==> src/rtl/channel_sink.sv <==
// Terminal consumer for a valid/ack channel: acks words (optionally with LFSR-driven
// back-pressure) and reports last word, transfer count and XOR checksum.
module channel_sink #(
    parameter int          N            = 16,
    parameter bit          STALL_EN     = 1'b1,
    parameter int          STALL_THRESH = 8,
    parameter logic [15:0] LFSR_SEED    = 16'hACE1,
    parameter int          CNT_W        = 32
) (
    input  logic             clk,
    input  logic             reset,
    input  logic [N-1:0]     in_d,
    input  logic             in_v,
    output logic             in_a,
    input  logic             enable,
    output logic [N-1:0]     last_d,
    output logic [CNT_W-1:0] xfer_count,
    output logic [N-1:0]     checksum,
    output logic             xfer_pulse,
    input  logic             clear
);

    // Five bits so a threshold of 16 means "always stall".
    localparam logic [4:0] THRESH5 = 5'(STALL_THRESH);

    logic [15:0] lfsr;
    logic [15:0] lfsr_nxt;
    logic        stall;
    logic        stall_nxt;
    logic        xfer;

    assign lfsr_nxt  = {lfsr[14:0], lfsr[15] ^ lfsr[13] ^ lfsr[12] ^ lfsr[10]};
    assign stall_nxt = STALL_EN && ({1'b0, lfsr[3:0]} < THRESH5);

    // reset gates the ack directly so it drops without waiting for a clock edge
    assign in_a = in_v & enable & ~stall & reset;
    assign xfer = in_v & in_a;

    // Free-running: the stall pattern depends only on cycles since reset.
    always_ff @(posedge clk or negedge reset) begin
        if (!reset) begin
            lfsr  <= LFSR_SEED;
            stall <= 1'b1;
        end else begin
            lfsr  <= lfsr_nxt;
            stall <= stall_nxt;
        end
    end

    always_ff @(posedge clk or negedge reset) begin
        if (!reset) begin
            last_d     <= '0;
            xfer_count <= '0;
            checksum   <= '0;
            xfer_pulse <= 1'b0;
        end else begin
            xfer_pulse <= xfer;
            if (clear) begin
                // a word acked on a clear edge is deliberately dropped
                last_d     <= '0;
                xfer_count <= '0;
                checksum   <= '0;
            end else if (xfer) begin
                last_d     <= in_d;
                xfer_count <= xfer_count + 1'b1;
                checksum   <= checksum ^ in_d;
            end
        end
    end

endmodule

==> config.mk <==
export PLATFORM = sky130hd
export DESIGN_NAME = channel_sink
export DESIGN_NICKNAME = d
export VERILOG_FILES = /design/src/rtl/channel_sink.sv
export SDC_FILE = /design/constraint.sdc
export NUM_CORES = 1
export LEC_CHECK = 0
export CELL_PAD_IN_SITES_DETAIL_PLACEMENT = 1
export CELL_PAD_IN_SITES_GLOBAL_PLACEMENT = 1
export CORE_MARGIN = 4
export CORE_UTILIZATION = 38
export CTS_CLUSTER_DIAMETER = 150
export DETAILED_ROUTE_END_ITERATION = 10
export GPL_TIMING_DRIVEN = 0
export PLACE_DENSITY_LB_ADDON = 0.08
export SYNTH_ARGS = -nofsm -noshare
export SYNTH_HDL_FRONTEND = slang
export SYNTH_SLANG_ARGS = --single-unit
==> constraint.sdc <==
create_clock -name clk -period 2.22 [get_ports clk]
set_input_delay 0.444 -clock clk [delete_from_list [all_inputs] [get_ports clk]]
set_output_delay 0.444 -clock clk [all_outputs]
set_load 0.1 [all_outputs]
Word level (Yosys, flattened, before mapping):

Index checks and enable logic that the tools add are counted.

* flip-flop bits (word level): 82
* input port bits: 21
* output and inout port bits: 66
* logic and storage cells: 24

* $add $sub $neg: 1
* magnitude comparators: 1
* mux-type cells: 6
* bitwise gates (word level): 9
* reductions and logical operators: 1

Operator list (number)
* 16-bit 2-to-1 mux: 4
* 32-bit 2-to-1 mux: 2
* 32-bit by 1-bit adder with 32-bit output (second input constant): 1
* 16-bit XOR: 1
* 1-bit AND: 4
* 4-bit less-than comparator (second input constant): 1
* 1-bit XOR: 3
* 2-bit nonzero test: 1
* 1-bit NOT: 1

Depth between registers and ports, before layout:

Gate-level depths: netlist (run 1).

* word-level depth: 6
* gate-level depth with buffers: 6
* gate-level depth less buffers: 5

Least setup slack after synthesis (run 1):

No wires, ideal clock.

* kind: register to register
* start: register xfer_count[0]
* end: register xfer_count[18]
* setup time: 78 ps
* data arrival time: 2667 ps
* required time: 2142 ps
* slack: -525 ps
* cell stages (with the launch flop): 7
* buffers on the path: 1
* clock period less this slack: 2745 ps
* path through: dfrtp_1 -> ha_1 -> nand4_1 -> or3_1 -> clkbuf_1 -> or4_1 -> a21oi_1

* longest elaborated chain between the ends: 3

Ends and longest elaborated chain
* start: declaration: RTL line 17 `output logic [CNT_W-1:0] xfer_count,`
* start signal: assignment: RTL line 65 `xfer_count <= xfer_count + 1'b1;`
* 32-bit by 1-bit adder with 32-bit output: RTL line 65
* 32-bit 2-to-1 mux: RTL line 63 `end else if (xfer) begin`
* 32-bit 2-to-1 mux: RTL line 58 `if (clear) begin`

No other way between the ends. The select of a mux whose other input is x is not followed.
A chain may end at the register's enable or synchronous reset.

Final worst setup path (run 1):

* start: input in_v
* end: register xfer_count[30]

* longest elaborated chain between the ends: 5

Ends and longest elaborated chain
* start: declaration: RTL line 13 `input logic in_v,`
* 1-bit AND (3 in series): RTL line 36 `assign in_a = in_v & enable & ~stall & reset;`
* 1-bit AND *: RTL line 37 `assign xfer = in_v & in_a;`
* 2-bit nonzero test (no source line) *

Mark *: on every way between the ends. The rest lies on a longest branch, timed or not.

==> results of run 1 <==
==> kinds of logic after synthesis <==
family | count (synthesis) | share of synthesized area, %
simple gates | 134 | 19.5
compound gates | 53 | 9.41
flops | 82 | 58.8
xor+xnor | 29 | 7.24
buf+inv | 28 | 3.46
mux | 4 | 1.28
fa+ha+maj | 1 | 0.356
==> Yosys cell counts, drive strengths merged (4+ instances only) <==
library cell,count
clkbuf,12
nand2,45
and3,5
nor2,33
o31ai,11
buf,6
o21a,4
xnor2,8
xor2,21
mux2,4
nand3,8
or4,12
a21oi,30
inv,9
nand4,9
dfrtp,73
o31a,4
nor4,9
dfstp,9
==> cell usage in the layout (no fill, tap or decap), types with 11 or more instances in the layout <==
cell and n:
dlygate4sd2_1 65, dfrtp_1 50, nand2_1 45, nor2_1 33
a21oi_1 30, xor2_1 21, clkdlybuf4s50_1 19, dfrtp_4 12
or4_1 11, clkbuf_8 11, dfrtp_2 11
==> per-layer routing <==
| layer | vias to the layer above | global-route usage, % |
|---|---|---|
| met2 | 64 | 30.8 |
| met3 | 8 | 5.71 |
| li1 | 1351 | - |
| met5 | - | 0 |
| met4 | 0 | 6.17 |
| met1 | 1446 | 22.9 |
==> critical path, stage by stage <==
cell and delay, ps:
clkdlybuf4s50_1 500, nand4b_4 170, a2111o_1 430, buf_4 180, nor4_4 310, mux2_1 360
==> flip-flops by register name (all words and copies together), names as in the netlist <==
signal,count
last_d,16
xfer_count,32
xfer_pulse,1
stall,1
lfsr,16
checksum,16
==> final timing paths <==
check | to | slack (ps) | depth (start not counted)
min in group clk | lfsr[3] | 350 | 0
max in group asynchronous | xfer_count[10] | 1880 | 2
worst min register to register | lfsr[3] | 350 | 0
worst max-delay path | xfer_count[30] | 60 | 6
worst min-delay path | xfer_count[12] | 40 | 2
worst max register to register | xfer_count[18] | 80 | 6
==> cell type report <==
type / instances / area, sq um / area share, %
multi-input cells: 221 / 1400 / 28.3
repair buffers: 93 / 905 / 18.4
clock buffers: 12 / 155 / 3.15
clock inverters: 4 / 73.8 / 1.50
well taps: 108 / 135 / 2.74
flip-flops and latches: 82 / 2120 / 43.1
inverters: 10 / 41.3 / 0.838
plain buffers: 18 / 97.6 / 1.98
==> report_power, final <==
part                 switching (mW)  leakage [nW]  total, mW  internal (mW)
Sequential     0.000000000000000990          1.07       1.49           1.49
Clock                         0.539         0.117       1.24          0.696
Combinational                0.0650          1.13      0.119         0.0540
Total                         0.604          2.31       2.85           2.24
==> what timing repair did <==
item                                    CTS  global route
cloned                                    1             0
setup buffers                             2             2
gates resized for setup                  85            14
pin swaps                                 1             2
endpoints found under the setup margin   92            49
endpoints found under the hold margin    33             0
hold buffers                              1             0
==> run summary, run 1 <==
outcome = finished, final reports clean
fillers = 982
placed insts = 526
Starting Density = 39.7%
Reg clk slew, reported paths = 90 ps
Mapped Area = 3510 sq um
Global Route Usage Sum = 18.5%
largest net degree at the start of global routing = 34
met2 wire length = 4.82 mm
power per cell area = 578 nW/um^2
die span in y = 104 um
main flop type after synthesis = dfrtp_1
Top Ports = 87
clk_lat worst skew = 350 ps
Slew @ Worst Pin = 1010 ps
reg2reg start = xfer_count[0]
Crit path arrival time = 2400 ps
Slew HR = 33.2%
CP required = 2460 ps
Yosys cell types = 36
final instance area = 4930 sq um
Row Count = 34
endpoints failing setup = 0
HPWL after DPL = 6.71 mm
post-layout util = 55.7%
critical path class = primary input to register
CP Max Fanout = 8
Post-Syn Area per Cell = 10.6 sq um
max_cap viols = 0
H-tree lvl count = 3
drt first pass iters = 4
initial antenna violation count = 0
WL met3 = 610 um
share of cells above drive strength 1 = 17.3%
synth warn = 0
Root Driver = clkbuf_8
Mapped Cells = 331
number of synthesized register bits = 82
Antenna Cells = 0
fin. max-slew vios = 0
Post-synth EDFFs = 0
routed length on met1 = 4.13 mm
post-route ant nets = 0
Hold Crit Class = primary input to async pin
largest area contributor in the netlist = dfrtp_1
Crit. Startpoint = in_v
Die Area = 10800 sq um
RSZ-0062 raised after global routing = true
dpl cell area = 4600 sq um
Clock Sinks = 82
clk buf depth = 2
TritonCTS Buffers = 9
uppermost layer routed = met4
Core ar. = 8850 sq um
ys async rst share = 100%
final setup TNS = 0 ps
routed length per instance = 17.6 um
Tot Pwr = 2.85 mW
pre-CTS WS = -1340 ps
Worst Setup Start Kind = primary input
Fin Clk Skew = 13.9 ps
Syn-to-layout area delta = 40.4%
Leak = 2.31 nW
die width = 104 um
vias in the first global route = 3159
CTS tree = yes
routability cong. = 0.756
Critical Path End Type = register
Non-Filler Instances = 548
period utilization = 97.2%
port bufs = 86
residual DRC count = 0
Max VDD drop = 0.000317 V
FMAX = 463 MHz
Final Hold Fails = 0
min Tclk post-route = 2160 ps
gr ovfl total = 0
Net Count, Synth = 353
top-area cell type share of the netlist area = 52.0%
starting DRC count in detailed routing = 46
Via density = 5.24
first-pass GRT wire length = 16.2 mm
DR vias = 2869
Hold Slack = 44.8 ps
Synth area leaders = dfrtp_1, dfstp_2, xor2_1
NumNets Final = 457
total wire length = 9.66 mm
part of the Yosys area used for sequential elements = 58.8%
post-layout worst setup margin = 62.0 ps
Power figures use the tool's default switching activity.
==> inputs of run 2 (changes only) <==
--- a/config.mk
+++ b/config.mk
@@ -7,7 +7,6 @@
 export LEC_CHECK = 0
 export CELL_PAD_IN_SITES_DETAIL_PLACEMENT = 1
 export CELL_PAD_IN_SITES_GLOBAL_PLACEMENT = 1
-export CORE_MARGIN = 4
 export CORE_UTILIZATION = 38
 export CTS_CLUSTER_DIAMETER = 150
 export DETAILED_ROUTE_END_ITERATION = 10
==> run summary, run 2 (same netlist as run 1, synthesis figures left out) <==
Reg clk slew, reported paths = 90 ps (about the same)
critical path class = register to primary output
Slew HR = 34.0% (+0.87 points)
Non-Filler Instances = 551 (+0.55%)
CP required = 1780 ps (-680 ps)
Worst Setup Start Kind = register
port bufs = 86 (unchanged)
Final Hold Fails = 0 (unchanged)
DR vias = 2928 (+2.1%)
placed insts = 526 (unchanged)
Root Driver = clkbuf_8
Antenna Cells = 0 (unchanged)
routed length per instance = 17.5 um (-0.44%)
Reg with most FFs = xfer_count
post-route ant nets = 0 (unchanged)
vias in the first global route = 3013 (-4.6%)
Syn-to-layout area delta = 40.4% (unchanged)
commonest non-fill, non-tap cell in the layout = dlygate4sd2_1
Top Ports = 87 (unchanged)
dpl cell area = 4600 sq um (unchanged)
final instance area = 4930 sq um (unchanged)
Clock Sinks = 82 (unchanged)
fin. max-slew vios = 0 (unchanged)
Core ar. = 8850 sq um (unchanged)
CP top delay family = buffers and inverters
drt first pass iters = 7 (+3)
CP max stage delay = 890 ps (+390 ps)
Hold Crit Class = primary input to async pin
failing checks = DRC
Crit path arrival time = 1700 ps (-700 ps)
share of cells above drive strength 1 = 17.8% (+0.56 points)
max reg flops = 32 (unchanged)
TritonCTS Buffers = 9 (unchanged)
Critical Path End Type = primary output
endpoints failing setup = 0 (unchanged)
Fin Clk Skew = 9.69 ps (-4.18 ps)
Starting Density = 39.7% (unchanged)
most frequent cells in the layout = dlygate4sd2_1, dfrtp_1, nand2_1, nor2_1, a21oi_1
RSZ-0062 raised after global routing = false
Via density = 5.31 (+1.5%)
clk_lat worst skew = 350 ps (about the same)
post-layout util = 55.7% (unchanged)
clk buf depth = 2 (unchanged)
total wire length = 9.67 mm (+0.10%)
first-pass GRT wire length = 15.9 mm (-1.8%)
NumNets Final = 460 (+0.66%)
worst-path cell chain = dlygate4sd2_1
HPWL after DPL = 6.21 mm (-7.4%)
min Tclk post-route = 2150 ps (-11.2 ps)
CP Max Fanout = 7 (-1)
gr ovfl total = 0 (unchanged)
Worst Path Buf+Inv = 1 (-1)
residual DRC count = 4 (+4)
Row Count = 34 (unchanged)
Slew @ Worst Pin = 993 ps (-13.1 ps)
period utilization = 96.7% (-0.51 points)
routability cong. = 0.810 (+7.2%)
CTS tree = yes
die span in y = 98.1 um (-5.8%)
initial antenna violation count = 0 (unchanged)
outcome = finished, violations left
Die Area = 9620 sq um (-11%)
largest net degree at the start of global routing = 35 (+2.9%)
max_cap viols = 0 (unchanged)
Max VDD drop = 0.000359 V (+13%)
H-tree lvl count = 3 (unchanged)
starting DRC count in detailed routing = 136 (+200%)
Global Route Usage Sum = 21.4% (+2.9 points)
slowest CP cell = dlygate4sd2_1
FMAX = 466 MHz (+0.52%)
power per cell area = 581 nW/um^2 (+0.46%)
Leak = 2.34 nW (+1.0%)
die width = 98.1 um (-5.8%)
run 2: worst paths after layout:
path                                start        endpoint  slack, ps  cells after the start
max reg2reg                 xfer_count[0]  xfer_count[18]        130                      6
min in group clk                  lfsr[6]         lfsr[7]        350                      0
max in group asynchronous           reset   xfer_count[4]       1060                      2
min reg2reg                       lfsr[6]         lfsr[7]        350                      0
min                                 reset   xfer_count[1]         40                      2
max                        xfer_count[23]  xfer_count[23]         70                      1
run 2: layout make-up:
cell class                 instances  area, sq um
clock inverter                     4         73.8
sequential                        82         2120
timing repair buffer              96          933
buffer                            18         97.6
fill                            1000         3920
inverter                          10         38.8
tap                              108          135
clock buffer                      12          155
multi-input combinational        221         1370
run 2: what timing repair did:
action                                 4_1_cts  5_1_grt
pin swaps                                    3        2
hold buffers                                 1        0
gates resized for setup                     87        6
setup buffers                                4        2
setup endpoints to repair                   81       31
cloned                                       2        0
endpoints found under the hold margin       14        0
run 2: stage by stage:
step	worst slack [ps]	setup TNS, ps	power [mW]	hold slack, ps
floorplan	-23.6	-26.6	1.54	148
global placement	-4470	-432200	1.62	338
detailed placement	-1210	-25470	1.63	324
CTS	10.6	0	2.90	18.5
global route	20.2	0	2.97	22.0
finish	73.2	0	2.86	36.4
run 2: worst reg2reg max path, stage by stage (launching register included):
cell,delay (ps)
dfrtp_4,460
ha_4,160
nand4_1,140
or3_4,450
clkbuf_4,220
or4_1,420
a21oi_1,160
run 2: routing by layer:
layer / vias to the layer above / wire length [um] / GRT usage (%)
met5: - / 0 / 0
met4: 0 / 141 / 9.44
met3: 10 / 528 / 4.94
met2: 74 / 4720 / 34.6
met1: 1479 / 4280 / 27.6
li1: 1365 / - / -
run 2: power breakdown:
part / internal (mW) / switching, mW
logic: 0.0560 / 0.0668
clock network: 0.697 / 0.548
registers: 1.49 / 0.000000000000000979
total: 2.25 / 0.615
